## config.mk

```make
export PLATFORM = sky130hd
export DESIGN_NAME = pipe_hazard_ctrl
export DESIGN_NICKNAME = d
export VERILOG_FILES = /design/src/rtl/pipe_hazard_ctrl.sv
export SDC_FILE = /design/constraint.sdc
export NUM_CORES = 1
export LEC_CHECK = 0
export CORE_MARGIN = 10
export CORE_UTILIZATION = 45
export CTS_CLUSTER_SIZE = 24
export DETAILED_ROUTE_END_ITERATION = 10
export PLACE_DENSITY = 0.76
export SYNTH_ARGS = -nofsm -noshare
export SYNTH_HDL_FRONTEND = slang
export SYNTH_SLANG_ARGS = --single-unit
```

## constraint.sdc

```tcl
create_clock -name clk_i -period 2.75 [get_ports clk_i]
set_input_delay 0.55 -clock clk_i [delete_from_list [all_inputs] [get_ports clk_i]]
set_output_delay 0.55 -clock clk_i [all_outputs]
set_load 0.02 [all_outputs]
```

## src/rtl/pipe_hazard_ctrl.sv

```systemverilog
// Pipeline hazard controller: load-use interlock, memory-wait freeze and branch flush,
// with a sticky memory-wait timeout flag and a running count of stalled cycles.
module pipe_hazard_ctrl #(
   parameter int unsigned WAIT_MAX = 255
) (
   input  logic        clk_i,
   input  logic        rst_i,
   input  logic [4:0]  id_rs1_addr_i,
   input  logic [4:0]  id_rs2_addr_i,
   input  logic        ex_memread_i,
   input  logic [4:0]  ex_rd_addr_i,
   input  logic        branch_taken_i,
   input  logic        mem_req_i,
   input  logic        mem_ack_i,
   output logic        pc_write_o,
   output logic        ifid_write_o,
   output logic        ifid_flush_o,
   output logic        idex_bubble_o,
   output logic        pipe_hold_o,
   output logic        timeout_o,
   output logic [15:0] stall_cnt_o
);

   typedef enum logic {RUN, MEM_WAIT} state_t;

   localparam logic [7:0] WAIT_MAX_C = 8'(WAIT_MAX);

   state_t      state_q, state_d;
   logic [7:0]  wait_cnt_q, wait_cnt_d;
   logic        timeout_q, timeout_d;
   logic [15:0] stall_cnt_q, stall_cnt_d;
   logic        mem_stall;
   logic        load_use;

   always_ff @(posedge clk_i or posedge rst_i) begin
      if (rst_i) begin
         state_q     <= RUN;
         wait_cnt_q  <= '0;
         timeout_q   <= 1'b0;
         stall_cnt_q <= '0;
      end else begin
         state_q     <= state_d;
         wait_cnt_q  <= wait_cnt_d;
         timeout_q   <= timeout_d;
         stall_cnt_q <= stall_cnt_d;
      end
   end

   always_comb begin
      pc_write_o    = 1'b1;
      ifid_write_o  = 1'b1;
      ifid_flush_o  = 1'b0;
      idex_bubble_o = 1'b0;
      pipe_hold_o   = 1'b0;
      state_d       = state_q;
      wait_cnt_d    = wait_cnt_q;

      // Once waiting, only the acknowledge ends the freeze.
      if (state_q == MEM_WAIT) begin
         mem_stall = ~mem_ack_i;
      end else begin
         mem_stall = mem_req_i & ~mem_ack_i;
      end

      load_use = ex_memread_i && (ex_rd_addr_i != 5'd0) &&
                 ((ex_rd_addr_i == id_rs1_addr_i) || (ex_rd_addr_i == id_rs2_addr_i));

      if (rst_i) begin
         pc_write_o = 1'b1;
      end else if (mem_stall) begin
         pipe_hold_o  = 1'b1;
         pc_write_o   = 1'b0;
         ifid_write_o = 1'b0;
      end else if (load_use) begin
         pc_write_o    = 1'b0;
         ifid_write_o  = 1'b0;
         idex_bubble_o = 1'b1;
      end else if (branch_taken_i) begin
         ifid_flush_o = 1'b1;
      end

      case (state_q)
         RUN: begin
            if (mem_stall) begin
               state_d    = MEM_WAIT;
               wait_cnt_d = '0;
            end
         end
         MEM_WAIT: begin
            if (wait_cnt_q != WAIT_MAX_C) begin
               wait_cnt_d = wait_cnt_q + 8'd1;
            end
            if (mem_ack_i) begin
               state_d = RUN;
            end
         end
         default: state_d = RUN;
      endcase

      timeout_d   = timeout_q | ((state_q == MEM_WAIT) && (wait_cnt_d == WAIT_MAX_C));
      stall_cnt_d = stall_cnt_q + {15'd0, ~pc_write_o};
   end

   assign timeout_o   = timeout_q;
   assign stall_cnt_o = stall_cnt_q;

endmodule

```

-- After elaboration in Yosys (flattened, before gate mapping)
Cells that the tools add are included.
- add/subtract/negate cells: 2
- multiply operators: 0
- divide/modulo/power cells: 0
- order comparisons: 0
- equality and inequality tests: 4
- shifts and indexed selects: 0
- mux-type cells: 18
- bitwise gates (word level): 5
- reduce and logical (&&, ||, !) cells: 5
- operator list (operator ; count):
    $add 16x1->16 ; 1
    $mux 8 ; 2
    $pmux 8 s2 ; 1
    $mux 1 ; 14
    $eq 5x5->1 ; 2
    $add 8x1->8 const B ; 1
    $eq 8x8->1 const B ; 1
    $ne 8x8->1 const B ; 1
    $reduce_bool 5->1 ; 1
    $logic_and 1x1->1 ; 3
    $not 1->1 ; 3
    $pmux 1 s2 ; 1
    $and 1x1->1 ; 1
    $logic_or 1x1->1 ; 1
    $or 1x1->1 ; 1
- bits in registers: 26
- bits in latches: 0
- RAM bits: 0
- memory bits (read-only): 0
- bits of input ports: 21
- output and inout bits: 22
- logic and storage cells: 38
- memories kept: 0

-- Logic depth before layout (Yosys ltp)
- depth after elaboration: 8
- mapped depth: 11
- depth with buffers taken out: 11

-- Worst setup path before layout
No wires, ideal clock.
- kind: input to register
- start: in ex_rd_addr_i[4]
- end: reg stall_cnt_q[14] (netlist: stall_cnt_o[14])
- data arrival time: 2188 ps
- required time: 2621 ps
- slack: 432 ps
- cell stages on the path: 11
- path buffers: 0
- cells stage by stage: xnor2_1 > nand3_1 > nor3_1 > o221ai_2 > a21oi_1 > ha_1 > ha_1 > nand3_1 > nor2_1 > nand4_1 > xnor2_1
- word-level cells in the longest chain between the ends: 8
- ends and longest elaborated chain (what ; RTL line ; text):
    start, declared ; 11 ; input logic [4:0] ex_rd_addr_i,
    $eq 5x5->1 / $reduce_bool 5->1 (equally long branches) ; 66, 65 ;
    $logic_or 1x1->1 / $logic_and 1x1->1 (equally long branches) ; 66, 65 ;
    $logic_and 1x1->1 * ; 65 ; load_use = ex_memread_i && (ex_rd_addr_i != 5'd0) &&
    $mux 1 * ; 74 ; end else if (load_use) begin
    $mux 1 * ; 70 ; end else if (mem_stall) begin
    $mux 1 * ; 68 ; if (rst_i) begin
    $not 1->1 * ; 101 ; stall_cnt_d = stall_cnt_q + {15'd0, ~pc_write_o};
    $add 16x1->16 * ; 101 ;
    via stall_cnt_d[14] ; 31 ; logic [15:0] stall_cnt_q, stall_cnt_d;
    end signal, assigned ; 45 ; stall_cnt_q <= stall_cnt_d;
    end, declared ; 31 ;
Mark *: on every way through the listed nets, which the timed path passes. The rest lies on a longest branch.

-- Worst setup path in the final report
- start: in ex_rd_addr_i[2]
- end: out ifid_flush_o
- word-level cells in the longest chain between the ends: 6
- ends and longest elaborated chain (what ; RTL line ; text):
    $eq 5x5->1 / $reduce_bool 5->1 (equally long branches) ; 66, 65 ;
    $logic_or 1x1->1 / $logic_and 1x1->1 (equally long branches) ; 66, 65 ;
    $logic_and 1x1->1 * ; 65 ;
    $mux 1 * ; 74 ;
    $mux 1 * ; 70 ;
    $mux 1 * ; 68 ;
    end, declared ; 17 ; output logic ifid_flush_o,
Every way passes the cells marked *; elsewhere a longest branch is shown, timed or not.

==> reports/qor.csv <==
metric;value;unit
status;complete, no violations;
fmax;373;MHz
setup bufs post-CTS;0;
Post-Syn Nets;184;
crit path time final;2680;ps
H-tree Lvls;1;
io pins;43;
post-route ant nets;0;
antenna violations before repair;0;
maximum clock insertion buffer count;2;
sequential fraction of the synthesis area;43.5;%
number of synthesized register bits;26;
Worst Path Buf+Inv;2;
DR pass1 iterations;4;
switching share of power;31.8;%
critical path peak fanout;4;
Yosys top cell area share;43.5;%
asr flop ratio synth;100;%
critical path, cell by cell;clkdlybuf4s50_1 > or4_4 > o221ai_4 > and4_1 > buf_2;
worst hold-check path type;flop to flop;
Die Wd;77.7;um
synthesized instance count;160;
clk sinks;26;
vias in the first global route;1364;
most frequent cells after synthesis;dfrtp_1 (26), nor2_1 (17), nand3_1 (16);
Initial Util;47.8;%
Setup Slack @ Placement;-429;ps
register area;651;um2
Antenna Cells;0;
Slew Limit Fails;0;
PnR worst setup slack;69.1;ps
Slowest cell on crit path;or4_4;
Worst-Margin Slew;411;ps
PortBufs;42;
Worst Path Required;2200;ps
worst vdd ir;395;uV
drt via density;5.31;
post-synth cell types;39;
Final period util;97.5;%
hold_ws;489;ps
area of the multi-input gates;846;um2
Num CTS Buffers;3;
final-layout fill cell count;249;
synth top area cells;dfrtp_1 (43%), xnor2_1 (8.2%), xor2_1 (5.9%), nand3_1 (5.4%), nor2_1 (4.3%);
synth warn;0;
post-DP HPWL;3.11;mm
DRC Markers;0;
EDFF count, synth;0;
chip height;77.7;um
Net count, final;232;
Post-Syn Area;1500;um2
prevailing post-synth register cell;dfrtp_1;
Std-Cell Rows;20;
Reg clk slew, reported paths;130;ps
first-pass GRT wire length;6.52;mm
post-DR wirelength/cell;15.2;um
Total GRT Usage;13.0;%
sequential share of power;47.8;%
worst setup path endpoint;ifid_flush_o;
GPL Wtd Cong;0.898;
slowest cell delay on critical path;550;ps
CTS tree;done;
register-to-register setup slack;550;ps
worst-skew pair later-pin latency;320;ps
setup TNS;0;ps
Max-Cap Viols;0;
clk root buf;clkbuf_4;
Static Leakage;0.000921;uW
cell taking the most area after synthesis;dfrtp_1;
Comb pwr share;28.0;%
count leader, synth;dfrtp_1;
layout cells sized above 1;17.4;%
WP data arrival;2130;ps
kind of critical path;input pin to primary output;
Avg Inst Size Synth;9.35;um2
via count;1334;
DR iter-0 viols;86;
cell depth of the worst flop-to-flop path;9;
crit path launch;ex_rd_addr_i[2];
core box area;3130;um2
reg2reg start;state_q;
Clock power frac;24.2;%
Int Power;733;uW
PD cells;510;nW/um2
pin count of the biggest net entering global routing;27;
die area;6030;um2
nature of the critical path endpoint;primary output;
CP Depth;5;
Net Sw Power;341;uW
reg2reg end;stall_cnt_o[14];
drt total wl;3.82;mm
Layout area overhead;40.8;%
relative max-transition margin;72.6;%
Worst Min Path Start;stall_cnt_o[15];
clock skew;18.7;ps
total congestion overflow;0;
largest delay contributor family on the critical path;simple AND/OR/NAND/NOR gates;
startpoint type of the worst setup path;input pin;
Final Setup Violations;0;
final hold vios;0;
-- cell usage in the layout (no fill, tap or decap), types with 4 or more instances in the layout --
master / n
a21oi_1: 4
inv_1: 4
and3_1: 4
dfrtp_1: 26
nor2_1: 15
clkdlybuf4s50_1: 34
buf_4: 11
nand3_1: 15
xor2_1: 9
dlymetal6s2s_1: 4
o21ai_0: 6
nand2_1: 12
xnor2_1: 14
-- worst register-to-register path: stages (launching register included) --
cell     delay, ps
dfrtp_1        620
nor2_1          60
or2_2          350
a21oi_2        150
ha_2           200
ha_2           180
nand3_2        130
nor2_2         160
nand4_1        120
xnor2_1        140
-- flip-flops by register name (all words and copies together), names as in the netlist --
name / count
timeout_o: 1
state_q: 1
stall_cnt_o: 16
wait_cnt_q: 8
-- power by group through the flow --
stage                     registers, uW  clock network [uW]  logic (uW)
after floorplan                     531                   0         128
after global placement              515                   0         287
after detailed placement            518                   0         297
after CTS                           513                 268         300
after global routing                528                 292         331
final                               513                 260         301
-- cell families (layout without fill, tap and decap cells) --
| family | Yosys count | in the layout | share of synthesized area (%) |
|---|---|---|---|
| flops | 26 | 26 | 43.5 |
| xor+xnor | 24 | 24 | 14.0 |
| compound gates | 25 | 25 | 11.6 |
| mux | 2 | 2 | 1.34 |
| fa+ha+maj | 3 | 3 | 2.51 |
| simple gates | 67 | 67 | 23.0 |
| buf+inv | 13 | 60 | 4.01 |
-- cell type report --
type	instances	share of cell area [%]
Sequential cell	26	30.9
Multi-Input combinational cell	121	40.1
Timing Repair Buffer	52	23.2
Clock buffer	3	1.07
Clock inverter	1	1.43
Inverter	4	0.713
Tap cell	44	2.61
-- per-stage QoR --
step | power [uW] | cells | util [%] | instance area, um2
final | 1070 | 251 | 67.4 | 2110
after global routing | 1150 | 251 | 67.4 | 2110
after CTS | 1080 | 251 | 65.9 | 2060
after detailed placement | 816 | 247 | 64.0 | 2000
after global placement | 802 | 247 | 64.0 | 2000
after floorplan | 659 | 160 | - | 1500
-- how the worst min path moves through the flow --
| stage | slack (ps) | depth (start not counted) | end |
|---|---|---|---|
| 6_report | 490 | 1 | stall_cnt_o[15] |
| 5_1_grt | 520 | 1 | stall_cnt_o[15] |
| 4_1_cts | 490 | 1 | stall_cnt_o[15] |
| 3_5_place_dp | 460 | 1 | stall_cnt_o[15] |
| 3_3_place_gp | 460 | 1 | stall_cnt_o[15] |
| 2_1_floorplan | 570 | 2 | wait_cnt_q[5] |
-- routing by layer --
| metal | track usage (%) | routed length, um |
|---|---|---|
| met3 | 1.96 | 145 |
| met1 | 14.3 | 1460 |
| met4 | 7.48 | 153 |
| met2 | 23.1 | 2070 |
| met5 | 0 | 0 |
-- timing repair --
item	CTS	global route
hold buffers	0	0
gates cloned	0	0
resized for setup	19	15
pin swaps	2	7
setup endpoints to repair	5	11
(Power assumes the default switching activity.)
